===== src/rtl/mult_accumulator.sv =====
// Frame accumulator for the multiplier product stream: sums products until last_i or MAX_LEN.
// Optional build macro MULT_ACC_SAT_EN clamps the frame sum instead of wrapping.
module mult_accumulator #(
  parameter int unsigned P_WIDTH   = 11,
  parameter int unsigned ACC_WIDTH = 13,
  parameter int unsigned MAX_LEN   = 8,
  parameter int unsigned CNT_W     = 4
) (
  input  logic                 clk_i,
  input  logic                 reset_an_i,
  input  logic                 reset_i,
  input  logic                 stall_i,
  input  logic                 valid_i,
  input  logic                 last_i,
  input  logic [P_WIDTH-1:0]   data_p_i,
  output logic [ACC_WIDTH-1:0] sum_o,
  output logic [CNT_W-1:0]     count_o,
  output logic                 overflow_o,
  output logic                 trunc_o,
  output logic                 sum_valid_o
);

  localparam logic [0:0] S_IDLE  = 1'b0;
  localparam logic [0:0] S_ACCUM = 1'b1;
  localparam logic [ACC_WIDTH-1:0] ACC_MAX = '1;

  logic [0:0]           r_state;
  logic [ACC_WIDTH-1:0] r_acc;
  logic [CNT_W-1:0]     r_cnt;
  logic                 r_ovf;
  logic [ACC_WIDTH-1:0] r_sum;
  logic [CNT_W-1:0]     r_count;
  logic                 r_ovf_out;
  logic                 r_trunc;
  logic                 r_valid;

  logic                 w_accept;
  logic                 w_close;
  logic [ACC_WIDTH:0]   w_data_ext;
  logic [ACC_WIDTH:0]   w_sum_wide;
  logic [ACC_WIDTH-1:0] w_acc_next;
  logic [CNT_W-1:0]     w_cnt_next;
  logic                 w_ovf_next;

  assign w_accept   = valid_i & ~stall_i;
  assign w_data_ext = (ACC_WIDTH + 1)'(data_p_i);

  always_comb begin
    w_sum_wide = '0;
    w_cnt_next = '0;
    w_ovf_next = 1'b0;
    if (r_state == S_IDLE) begin
      w_sum_wide = w_data_ext;
      w_cnt_next = CNT_W'(1);
      w_ovf_next = 1'b0;
    end else begin
      w_sum_wide = {1'b0, r_acc} + w_data_ext;
      w_cnt_next = r_cnt + CNT_W'(1);
      w_ovf_next = r_ovf | w_sum_wide[ACC_WIDTH];
    end
`ifdef MULT_ACC_SAT_EN
    // Once overflowed the accumulator sits at full scale for the rest of the frame.
    w_acc_next = w_ovf_next ? ACC_MAX : w_sum_wide[ACC_WIDTH-1:0];
`else
    w_acc_next = w_sum_wide[ACC_WIDTH-1:0];
`endif
  end

  assign w_close = w_accept & (last_i | (w_cnt_next == CNT_W'(MAX_LEN)));

  always_ff @(posedge clk_i or negedge reset_an_i) begin
    if (!reset_an_i) begin
      r_state   <= S_IDLE;
      r_acc     <= '0;
      r_cnt     <= '0;
      r_ovf     <= 1'b0;
      r_sum     <= '0;
      r_count   <= '0;
      r_ovf_out <= 1'b0;
      r_trunc   <= 1'b0;
      r_valid   <= 1'b0;
    end else if (reset_i) begin
      r_state   <= S_IDLE;
      r_acc     <= '0;
      r_cnt     <= '0;
      r_ovf     <= 1'b0;
      r_sum     <= '0;
      r_count   <= '0;
      r_ovf_out <= 1'b0;
      r_trunc   <= 1'b0;
      r_valid   <= 1'b0;
    end else if (!stall_i) begin
      r_valid <= w_close;
      if (w_close) begin
        r_sum     <= w_acc_next;
        r_count   <= w_cnt_next;
        r_ovf_out <= w_ovf_next;
        r_trunc   <= ~last_i;
        r_state   <= S_IDLE;
        r_acc     <= '0;
        r_cnt     <= '0;
        r_ovf     <= 1'b0;
      end else if (w_accept) begin
        r_state <= S_ACCUM;
        r_acc   <= w_acc_next;
        r_cnt   <= w_cnt_next;
        r_ovf   <= w_ovf_next;
      end
    end
  end

  assign sum_o       = r_sum;
  assign count_o     = r_count;
  assign overflow_o  = r_ovf_out;
  assign trunc_o     = r_trunc;
  assign sum_valid_o = r_valid;

endmodule


===== config.mk =====
export PLATFORM = sky130hd
export DESIGN_NAME = mult_accumulator
export DESIGN_NICKNAME = d
export VERILOG_FILES = /design/src/rtl/mult_accumulator.sv
export SDC_FILE = /design/constraint.sdc
export NUM_CORES = 1
export LEC_CHECK = 0
export CORE_MARGIN = 2
export CORE_UTILIZATION = 55
export CTS_BUF_LIST = sky130_fd_sc_hd__clkbuf_16
export DETAILED_ROUTE_END_ITERATION = 10
export HOLD_SLACK_MARGIN = 0.05
export PLACE_DENSITY = 0.83
export RECOVER_POWER = 100
export SETUP_SLACK_MARGIN = 0.05
export SLEW_MARGIN = 20
export SYNTH_ARGS = -nofsm -noshare
export SYNTH_HDL_FRONTEND = slang
export SYNTH_SLANG_ARGS = --single-unit

===== constraint.sdc =====
create_clock -name clk_i -period 5.5 [get_ports clk_i]
set_clock_uncertainty 0.1 [all_clocks]
set_input_delay 0.55 -clock clk_i [delete_from_list [all_inputs] [get_ports clk_i]]
set_output_delay 0.55 -clock clk_i [all_outputs]
set_load 0.01 [all_outputs]

Yosys cells after proc, flatten, opt, wreduce, memory -nomap -nowiden
Index checks and enable logic that the tools add are counted.
- bits of input ports: 17
- memories kept: 0
- bits in writable memories: 0
- latch bits: 0
- register bits: 39
- logic and storage cells: 56
- bits in read-only memories: 0
- output and inout port bits: 20
- shift-type cells: 0
- $add $sub $neg: 2
- divide/modulo/power cells: 0
- $mul: 0
- reduce and logical (&&, ||, !) cells: 4
- muxes and demuxes: 33
- bitwise logic cells: 6
- $lt $le $gt $ge: 0
- equal/unequal tests: 2
- operator list (kind ; count):
    13-bit two-way mux ; 8
    4-bit two-way mux ; 8
    1-bit two-way mux ; 17
    13-bit by 11-bit adder with 14-bit output ; 1
    4-bit by 1-bit adder with 4-bit output, second input constant ; 1
    4-bit equality test, second input constant ; 1
    2-bit AND reduction ; 2
    3-bit nonzero test ; 1
    1-bit AND ; 2
    2-bit inequality test, second input constant ; 1
    1-bit inverter ; 2
    1-bit bitwise OR ; 2
    2-bit nonzero test ; 1

Logic depth before layout (Yosys ltp)
Gate-level depths: netlist (run 1).
- word-level depth: 8
- gate-level depth with buffers: 9
- depth with buffers taken out: 8

Worst setup path after synthesis (run 1)
No wires, ideal clock.
- path type: input -> register
- start: in data_p_i[0]
- end: reg r_sum[12], in the netlist sum_o[12]
- path buffers: 0
- slack: 2.998 ns
- arrival: 2.280 ns
- data required time: 5.278 ns
- stages: 8
- cell sequence: ha_1 > fa_1 > a21o_1 > a221oi_2 > nor4_1 > a211oi_1 > xnor2_1 > o21ai_1
- longest elaborated chain between the ends: 5
- ends and longest elaborated chain (element ; line ; RTL):
    start, declared ; 15 ; input logic [P_WIDTH-1:0] data_p_i,
    13-bit by 11-bit adder with 14-bit output ; 57 ; w_sum_wide = {1'b0, r_acc} + w_data_ext;
    13-bit two-way mux ; 52 ; if (r_state == S_IDLE) begin
    13-bit two-way mux ; 94 ; if (w_close) begin
    13-bit two-way mux ; 92 ; end else if (!stall_i) begin
    13-bit two-way mux ; 82 ; end else if (reset_i) begin
    end signal, assigned ; 95 ; r_sum <= w_acc_next;
    end, declared ; 31 ; logic [ACC_WIDTH-1:0] r_sum;
No other way between the ends. The select of a mux whose other input is x is not followed.
A chain may end at the register's enable or synchronous reset.

Worst setup path after layout (run 1)
Ends and elaborated chain as after synthesis.

==> reports/metrics.yaml, run 1 <==
period_share_pct: 58.2
switching_share_pct: 23.5
intPower_mw: 0.492
firstDrtPassIters: 4
synth_seq_area_share_pct: 46.2
ys_warn_count: 0
status: "finished, violations left"
area_growth_pct: 24.2
regArea_um2: 976
die_h_um: 66.0
initialDrtViolationCount: 81
asyncSetResetFlopFracSynth_pct: 100
numPortBuffers: 36
drt-total-wl_um: 4310
pre_cts_slack_ns: 2.33
placed_area_um2: 2510
synthCells: 216
die_area_um2: 4350
synth.area.top_cells: "dfrtp_1, o21ai_0, ha_1"
drv_slew: 40
vias_per_cell: 5.70
grt_usage_pct: 22.2
reg2reg_from: "r_state"
slew_headroom_pct: -33.2
min_period_ns: 3.20
io-pin-count: 37
finalSetupViolCount: 0
fin_nets: 283
rows: 22
cts_tree: "yes"
p_seq_share_pct: 46.8
synth_cell_types: 43
grt_pass1_vias: 1635
post_cts_resized: 0
ant_nets: 0
gp_congestion: 0.816
timing.rr.end: "sum_o[7]"
nFillCells: 298
synth_edf_count: 0
yosysMostFrequentCell: "dfrtp_1"
clock-sinks: 39
p_switching_mw: 0.152
arrival_ns: 3.25
hold_violations: 0
holdWs_ns: 0.368
r2r_slack_ns: 2.78
wl_per_cell_um: 14.4
antenna_found_initial: 0
clockRootBuffer: "clkbuf_16"
cp-startpoint: "data_p_i[0]"
fp.dieW_um: 66.0
worst_ep_required_time_ns: 5.56
p_clk_share_pct: 40.7
path_class: "in2reg"
worst_slack_ns: 2.30
initial_utilization_pct: 57.3
yosys_most_used_dff: "dfrtp_1"
synth_top_area_share_pct: 46.2
ys_top_cells_by_count: "dfrtp_1, nand2_1, o21ai_0, ha_1, a21oi_1"
grt-ovfl-total: 0
worst_pin_slew_ns: 2.00
insertedDiodeCount: 0
clk_path_buf_depth: 2
path_max_fanout: 4
dp_hpwl_um: 2970
hp-class: "reg2reg"
multiInputGateArea_um2: 1090
path_clk_slew_ns: 0.05
syn_area_um2: 2110
clock_latency_ns: 0.28
p_per_area_nw_per_um2: 245
htreeDepth: 2
hold_buffers: 0
violations: "max-capacitance violations, max-slew violations"
drive_above_1_share_pct: 4.37
combPwrFrac_pct: 12.5
cts_buffers: 5
fin_tns_setup_ns: 0
post-route-drc-count: 0
ir_drop_mv: 0.137
path_cells: "dlygate4sd3_1 -> ha_1 -> fa_1 -> a21o_1 -> a221oi_1 -> nor4_1 -> a211oi_1 -> xnor2_1 -> o21ai_0"
synth_nets: 246
syn_avg_cell_area_um2: 9.78
grt_max_degree: 40
grt_pass1_wl_um: 7360
maxCapViolCount: 1
max_stage_delay_ns: 0.56
via_count: 1711
rsz0062_at_grt: "false"
synth_top_area_cell: "dfrtp_1"
cp-end-kind: "register"
synth_seq_cells: 39
final_area_um2: 2620
cp_slowest_cell: "dlygate4sd3_1"
cp-start-kind: "input port"
worstSetupEndpoint: "sum_o[12]"
r2r_cells: 5
leakagePower_nw: 1.22
core_region_area_um2: 3690
fmax_ghz: 0.313
cts_setup_buffers: 0
## worst max-delay path, delay by kind of cell
family | cells | cell delay (ns)
buffers and inverters | 1 | 0.56
and+or+nand+nor | 1 | 0.10
adders and majority gates | 2 | 0.65
AOI/OAI and AO/OA | 4 | 1.22
xor gates and xnor gates | 1 | 0.16
## cell type report
cell class | instances | share of cell area [%]
multi-input cells | 168 | 41.5
inverters | 2 | 0.286
repair buffers | 37 | 13.8
flip-flops and latches | 39 | 37.2
well taps | 48 | 2.29
clock inverters | 1 | 0.143
clock buffers | 5 | 4.77
## per-stage QoR
stage | power, mW | util [%] | instances
after floorplan | 0.353 | - | 216
after global placement | 0.388 | 68.0 | 294
after detailed placement | 0.389 | 68.0 | 294
after CTS | 0.652 | 71.5 | 300
after global routing | 0.670 | 71.1 | 300
final | 0.644 | 71.1 | 300
## flip-flops by register name (all words and copies together) (netlist names)
name         flops
r_state          1
r_acc           13
sum_valid_o      1
overflow_o       1
count_o          4
trunc_o          1
r_ovf            1
sum_o           13
r_cnt            4
## cells by family after synthesis
| group | Yosys count | share of synthesized area, % |
|---|---|---|
| AO/OA/AOI/OAI | 70 | 21.2 |
| XOR/XNOR | 11 | 4.56 |
| adder cells (fa/ha/maj) | 13 | 8.05 |
| buffers and inverters | 9 | 1.72 |
| flip-flops | 39 | 46.2 |
| multiplexers | 9 | 4.32 |
| AND/OR/NAND/NOR | 65 | 14.0 |
## power by group through the flow
stage          Clock (mW)  Sequential [mW]  Combinational [mW]
3_3_place_gp            0            0.306              0.0821
5_1_grt             0.278            0.302              0.0898
2_1_floorplan           0            0.305              0.0477
6_report            0.262            0.301              0.0805
3_5_place_dp            0            0.306              0.0830
4_1_cts             0.267            0.302              0.0837
## how the worst min path moves through the flow
stage	from	cells after the start	endpoint	slack, ns
after floorplan	reset_an_i	0	count_o[0]	0.15
after global placement	sum_o[9]	2	sum_o[9]	0.36
after detailed placement	sum_o[9]	2	sum_o[9]	0.37
after CTS	reset_an_i	1	sum_o[9]	0.31
after global routing	sum_o[8]	2	sum_o[8]	0.40
final	sum_o[9]	2	sum_o[9]	0.37
## metal layers
layer  global-route usage [%]  part of all wire [%]  wire, µm
met5                        0                     0         0
met4                     5.36                   1.0        44
met3                     6.30                   5.8       250
met2                     36.2                    45      1950
met1                     29.4                    48      2060
## cell usage in the layout, fill, tap and decap left out, drive strengths merged, types with 2 or more instances in the layout
| cell type | synthesis | routed |
|---|---|---|
| mux2i | 8 | 8 |
| or2 | 2 | 2 |
| nor2 | 9 | 9 |
| a22oi | 2 | 2 |
| a21oi | 10 | 10 |
| a32o | 2 | 2 |
| o21a | 2 | 2 |
| or3 | 2 | 2 |
| dlygate4sd3 | 0 | 22 |
| xor2 | 3 | 3 |
| xnor2 | 8 | 8 |
| nor2b | 4 | 4 |
| inv | 2 | 3 |
| clkbuf | 4 | 6 |
| dfrtp | 39 | 39 |
| a21o | 3 | 3 |
| nand2 | 36 | 36 |
| nand3 | 3 | 3 |
| a211oi | 2 | 2 |
| ha | 12 | 12 |
| nand2b | 4 | 4 |
| a31oi | 2 | 2 |
| a22o | 7 | 7 |
| o21ai | 34 | 34 |
| clkdlybuf4s50 | 0 | 13 |
No activity file was read; power rests on OpenSTA's default activity.
==> run 2: changes to the inputs <==
--- a/config.mk
+++ b/config.mk
@@ -6,11 +6,11 @@
 export NUM_CORES = 1
 export LEC_CHECK = 0
 export CORE_MARGIN = 2
-export CORE_UTILIZATION = 55
+export CORE_UTILIZATION = 47
 export CTS_BUF_LIST = sky130_fd_sc_hd__clkbuf_16
 export DETAILED_ROUTE_END_ITERATION = 10
 export HOLD_SLACK_MARGIN = 0.05
-export PLACE_DENSITY = 0.83
+export PLACE_DENSITY = 0.75
 export RECOVER_POWER = 100
 export SETUP_SLACK_MARGIN = 0.05
 export SLEW_MARGIN = 20
==> constraint.sdc (replaced) <==
create_clock -name clk_i -period 2.7 [get_ports clk_i]
set_clock_uncertainty 0.1 [all_clocks]
set_input_delay 0.27 -clock clk_i [delete_from_list [all_inputs] [get_ports clk_i]]
set_output_delay 0.27 -clock clk_i [all_outputs]
set_load 0.01 [all_outputs]
==> reports/metrics.yaml, run 2 (synthesis results as in run 1) <==
dp_hpwl_um: 3250
nFillCells: 384
grt_pass1_wl_um: 7780
worst_pin_slew_ns: 0.964
utilization_pct: 61.9
die_h_um: 71.1
status: "finished, final reports clean"
drive_above_1_share_pct: 7.25
cp-start-kind: "input port"
cp_slowest_cell: "clkdlybuf4s50_1"
cts_buffers: 5
ir_drop_mv: 0.281
path_class: "in2reg"
final_common_cell: "dfrtp_1"
grt_max_degree: 40
drt-total-wl_um: 4460
r2r_cells: 9
fin_nets: 291
cp_top_family: "compound AO/OA/AOI/OAI gates"
numPortBuffers: 36
hold_violations: 0
via_count: 1741
maxCapViolCount: 0
hold_depth: 2
htreeDepth: 2
insertedDiodeCount: 0
drv_slew: 0
firstDrtPassIters: 4
fin_tns_setup_ns: 0
grt_pass1_vias: 1755
post_cts_resized: 0
path_clk_slew_ns: 0.05
grt_usage_pct: 19.5
clk_path_buf_depth: 2
arrival_ns: 2.56
core_region_area_um2: 4350
area_growth_pct: 27.6
hp-class: "reg2reg"
p_per_area_nw_per_um2: 495
path_max_fanout: 3
cp-end-kind: "register"
initialDrtViolationCount: 54
path_cells: "clkdlybuf4s50_1 -> ha_1 -> fa_1 -> a21o_1 -> a221oi_2 -> clkbuf_1 -> o21ai_0 -> xor2_1 -> mux2i_1 -> o21ai_0"
rsz0062_at_grt: "false"
min_period_ns: 2.52
path_depth: 10
clock-sinks: 39
leakagePower_nw: 1.26
max_stage_delay_ns: 0.43
clock_latency_ns: 0.28
fmax_ghz: 0.396
cts_tree: "yes"
final_cell_mix: "dfrtp_1, nand2_1, o21ai_0"
post-route-drc-count: 0
io-pin-count: 37
worst_path_most_repeated_cell: "o21ai_0"
fp.dieW_um: 71.1
rows: 24
clockRootBuffer: "clkbuf_16"
wl_per_cell_um: 14.2
grt-ovfl-total: 0
vias_per_cell: 5.54
slew_headroom_pct: 35.7
initial_utilization_pct: 48.5
antenna_found_initial: 0
ant_nets: 0
die_area_um2: 5050
finalSetupViolCount: 0
gp_congestion: 0.842
critical_path_buf_inv_count: 2
period_share_pct: 93.4
worst_ep_required_time_ns: 2.73
-- run 2: path summary, 6_finish.rpt --
kind / start / end / slack (ns)
setup / recovery: data_p_i[0] / r_acc[8] / 0.18
hold / removal: sum_o[4] / sum_o[4] / 0.37
setup reg to reg: r_acc[0] / r_acc[8] / 0.24
hold reg to reg: sum_o[4] / sum_o[4] / 0.37
max in group asynchronous: reset_an_i / trunc_o / 1.33
min in group asynchronous: reset_an_i / r_acc[3] / 0.58
-- run 2: power breakdown --
part	switching (mW)	total, mW	internal, mW
clock network	0.214	0.547	0.333
logic	0.0944	0.176	0.0817
registers	0.0109	0.610	0.600
-- run 2: repair_timing --
action	in CTS	in global routing
hold buffers	1	0
buffers inserted	0	0
setup endpoints to repair	0	0
endpoints found under the hold margin	39	0
-- run 2: metal layers --
metal,vias to the layer above,wire (µm),GRT usage (%)
met2,34,2090,32.9
met3,7,185,4.99
li1,864,-,-
met5,-,0,0
met4,0,48,5.24
met1,836,2140,25.0
-- run 2: worst register-to-register path: cells and delay by family, from the launching register on --
| kind | cells | cell delay [ns] |
|---|---|---|
| compound gates | 4 | 0.69 |
| fa+ha+maj | 2 | 0.61 |
| flops | 1 | 0.38 |
| buf+inv | 1 | 0.20 |
| mux | 1 | 0.18 |
| xor+xnor | 1 | 0.15 |
-- run 2: layout make-up --
type / count / area, µm² / area share (%)
Inverter: 2 / 7.51 / 0.278
Sequential cell: 39 / 976 / 36.2
Multi-Input combinational cell: 168 / 1100 / 40.6
Clock buffer: 5 / 125 / 4.64
Tap cell: 52 / 65.1 / 2.41
Timing Repair Buffer: 45 / 414 / 15.4
Clock inverter: 3 / 12.5 / 0.464
-- run 2: per-stage QoR --
step / worst slack [ns] / hold slack [ns] / power [mW] / instance area, µm² / cells
6_report: 0.178 / 0.368 / 1.33 / 2700 / 314
5_1_grt: 0.0775 / 0.404 / 1.39 / 2700 / 314
4_1_cts: 0.233 / 0.381 / 1.36 / 2710 / 314
3_5_place_dp: -0.0693 / 0.333 / 0.802 / 2560 / 305
3_3_place_gp: 0.0118 / 0.330 / 0.798 / 2560 / 305
2_1_floorplan: 0.394 / -0.126 / 0.719 / 2110 / 216
==> run 3: changes to the inputs <==
--- a/config.mk
+++ b/config.mk
@@ -5,12 +5,13 @@
 export SDC_FILE = /design/constraint.sdc
 export NUM_CORES = 1
 export LEC_CHECK = 0
+export ABC_AREA = 1
 export CORE_MARGIN = 2
-export CORE_UTILIZATION = 47
+export CORE_UTILIZATION = 50
 export CTS_BUF_LIST = sky130_fd_sc_hd__clkbuf_16
 export DETAILED_ROUTE_END_ITERATION = 10
 export HOLD_SLACK_MARGIN = 0.05
-export PLACE_DENSITY = 0.75
+export PLACE_DENSITY = 0.77
 export RECOVER_POWER = 100
 export SETUP_SLACK_MARGIN = 0.05
 export SLEW_MARGIN = 20
==> reports/metrics.yaml, run 3 <==
status: "finished, final reports clean"
die_h_um: 76.2
fin_nets: 431
path_cells: "dlygate4sd3_1 -> ha_1 -> fa_1 -> nand3_1 -> nand3_1 -> nand3_1 -> nand3_1 -> nand2_1 -> nand2_1 -> nor2_1 -> nand2_1 -> nand2_1"
synth_top_family_by_area: "simple AND/OR/NAND/NOR gates"
worst_ep_required_time_ns: 2.81
die_area_um2: 5810
ys_warn_count: 0
final_cell_mix: "nand2_1, dfrtp_1, inv_1"
grt_usage_pct: 21.8
synth_top_area_cell: "dfrtp_1"
cp-startpoint: "data_p_i[0]"
vias_per_cell: 4.85
path_class: "in2reg"
finalPower_mw: 1.57
synth_cell_types: 32
area_growth_pct: 20.1
hold_violations: 0
gp_congestion: 0.859
path_max_fanout: 4
max_stage_delay_ns: 0.57
ys_top_cells_by_count: "nand2_1, dfrtp_1, inv_1, nand3_1, nor2_1"
slew_headroom_pct: 35.0
synth_seq_area_share_pct: 37.4
met1Wirelength_um: 2680
worst_pin_slew_ns: 0.974
yosys_most_used_dff: "dfrtp_1"
fin_tns_setup_ns: 0
dp_hpwl_um: 4200
antenna_found_initial: 0
post_cts_resized: 0
highest_layer: "met4"
cts_tree: "yes"
placed_area_um2: 3010
min_period_ns: 2.23
synth.area.top_cells: "dfrtp_1, nand2_1, ha_1"
met2WireLength_um: 2690
fp.dieW_um: 76.2
drive_above_1_share_pct: 8.21
syn_avg_cell_area_um2: 7.22
p_per_area_nw_per_um2: 501
numPortBuffers: 36
initialDrtViolationCount: 136
rsz0062_at_grt: "false"
synth_compound_area_share_pct: 2.64
ir_drop_mv: 0.370
hold_start: "count_o[0]"
yosysMostFrequentCell: "nand2_1"
firstDrtPassIters: 5
via_count: 2287
ant_nets: 0
clk_path_buf_depth: 2
synth-xor-area-share_pct: 0.672
core_region_area_um2: 5070
nFillCells: 489
drt-total-wl_um: 5690
synth_edf_count: 0
fmax_ghz: 0.447
synthCells: 361
maxCapViolCount: 0
period_share_pct: 82.8
path_clk_slew_ns: 0.06
final_common_cell: "nand2_1"
wl_met3_um: 280
cp-end-kind: "register"
synthSimpleGateAreaFrac_pct: 45.1
drv_slew: 0
cts_buffers: 5
grt_max_degree: 40
r2r_cells: 12
insertedDiodeCount: 0
final_area_um2: 3130
synth_seq_cells: 39
grt-ovfl-total: 0
hp-class: "reg2reg"
utilization_pct: 61.7
clock_latency_ns: 0.28
leakagePower_nw: 1.79
syn_area_um2: 2610
rows: 26
initial_utilization_pct: 51.4
hold_depth: 2
synth_top_area_share_pct: 37.4
asyncSetResetFlopFracSynth_pct: 100
clock-sinks: 39
grt_pass1_wl_um: 10200
grt_pass1_vias: 2203
htreeDepth: 2
post-route-drc-count: 0
wl_per_cell_um: 12.0
holdWs_ns: 0.370
clockRootBuffer: "clkbuf_16"
finalSetupViolCount: 0
cts_setup_buffers: 0
reg2reg_from: "r_cnt[0]"
synth_nets: 391
synthAdderAreaFrac_pct: 6.53
synthMuxAreaShare_pct: 0
arrival_ns: 2.35
cp-start-kind: "input port"
cp_slowest_cell: "dlygate4sd3_1"
io-pin-count: 37
run 3: cell types whose count changed in the layout (fill, tap and decap cells not counted), sizes merged, moves of 7 or more:
cell   change
a22o       -7
inv       +35
mux2i      -8
nand2    +154
nand3     +23
nor2      +13
o21ai     -27
xnor2      -7
run 3: layer usage:
| metal | track usage [%] | vias to the layer above |
|---|---|---|
| met5 | 0 | - |
| met4 | 5.27 | 0 |
| met3 | 3.79 | 4 |
| met2 | 36.1 | 55 |
| met1 | 29.9 | 1036 |
| li1 | - | 1192 |
run 3: path summary, 6_finish.rpt:
path / end / slack (ns)
setup / recovery: sum_o[12] / 0.47
hold / removal: count_o[0] / 0.37
setup reg to reg: sum_o[12] / 0.55
hold reg to reg: count_o[0] / 0.37
max in group asynchronous: r_acc[11] / 1.32
min in group asynchronous: sum_o[2] / 0.58
run 3: layout make-up:
| class | count | area (µm²) | share of cell area (%) |
|---|---|---|---|
| clock buffers | 5 | 125 | 4.00 |
| inverters | 38 | 148 | 4.72 |
| flip-flops and latches | 39 | 976 | 31.2 |
| well taps | 70 | 87.6 | 2.80 |
| repair buffers | 39 | 380 | 12.2 |
| clock inverters | 3 | 63.8 | 2.04 |
| multi-input cells | 278 | 1350 | 43.1 |
run 3: kinds of logic (layout without fill, tap and decap cells):
group / Yosys count / in the layout
AO/OA/AOI/OAI: 13 / 13
XOR/XNOR: 2 / 2
adder cells (fa/ha/maj): 13 / 13
buffers and inverters: 44 / 85
flip-flops: 39 / 39
AND/OR/NAND/NOR: 250 / 250
run 3: where the power goes:
group | switching (mW) | internal, mW
Clock | 0.225 | 0.526
Combinational | 0.124 | 0.0812
Sequential | 0.0123 | 0.600
run 3: worst max-delay path: cells and delay by family:
| family | cells | cell delay (ns) |
|---|---|---|
| and+or+nand+nor | 9 | 0.81 |
| buffers and inverters | 1 | 0.57 |
| adders and majority gates | 2 | 0.70 |
run 3: timing repair:
| action | in CTS | in global routing |
|---|---|---|
| setup endpoints to repair | 0 | 0 |
| hold buffers | 1 | 0 |
| hold endpoints to repair | 27 | 0 |
run 3: per-stage QoR:
stage               setup slack, ns  cells
floorplan                     0.876    361
global placement              0.367    463
detailed placement            0.313    463
CTS                           0.584    472
global route                  0.308    472
finish                        0.465    472
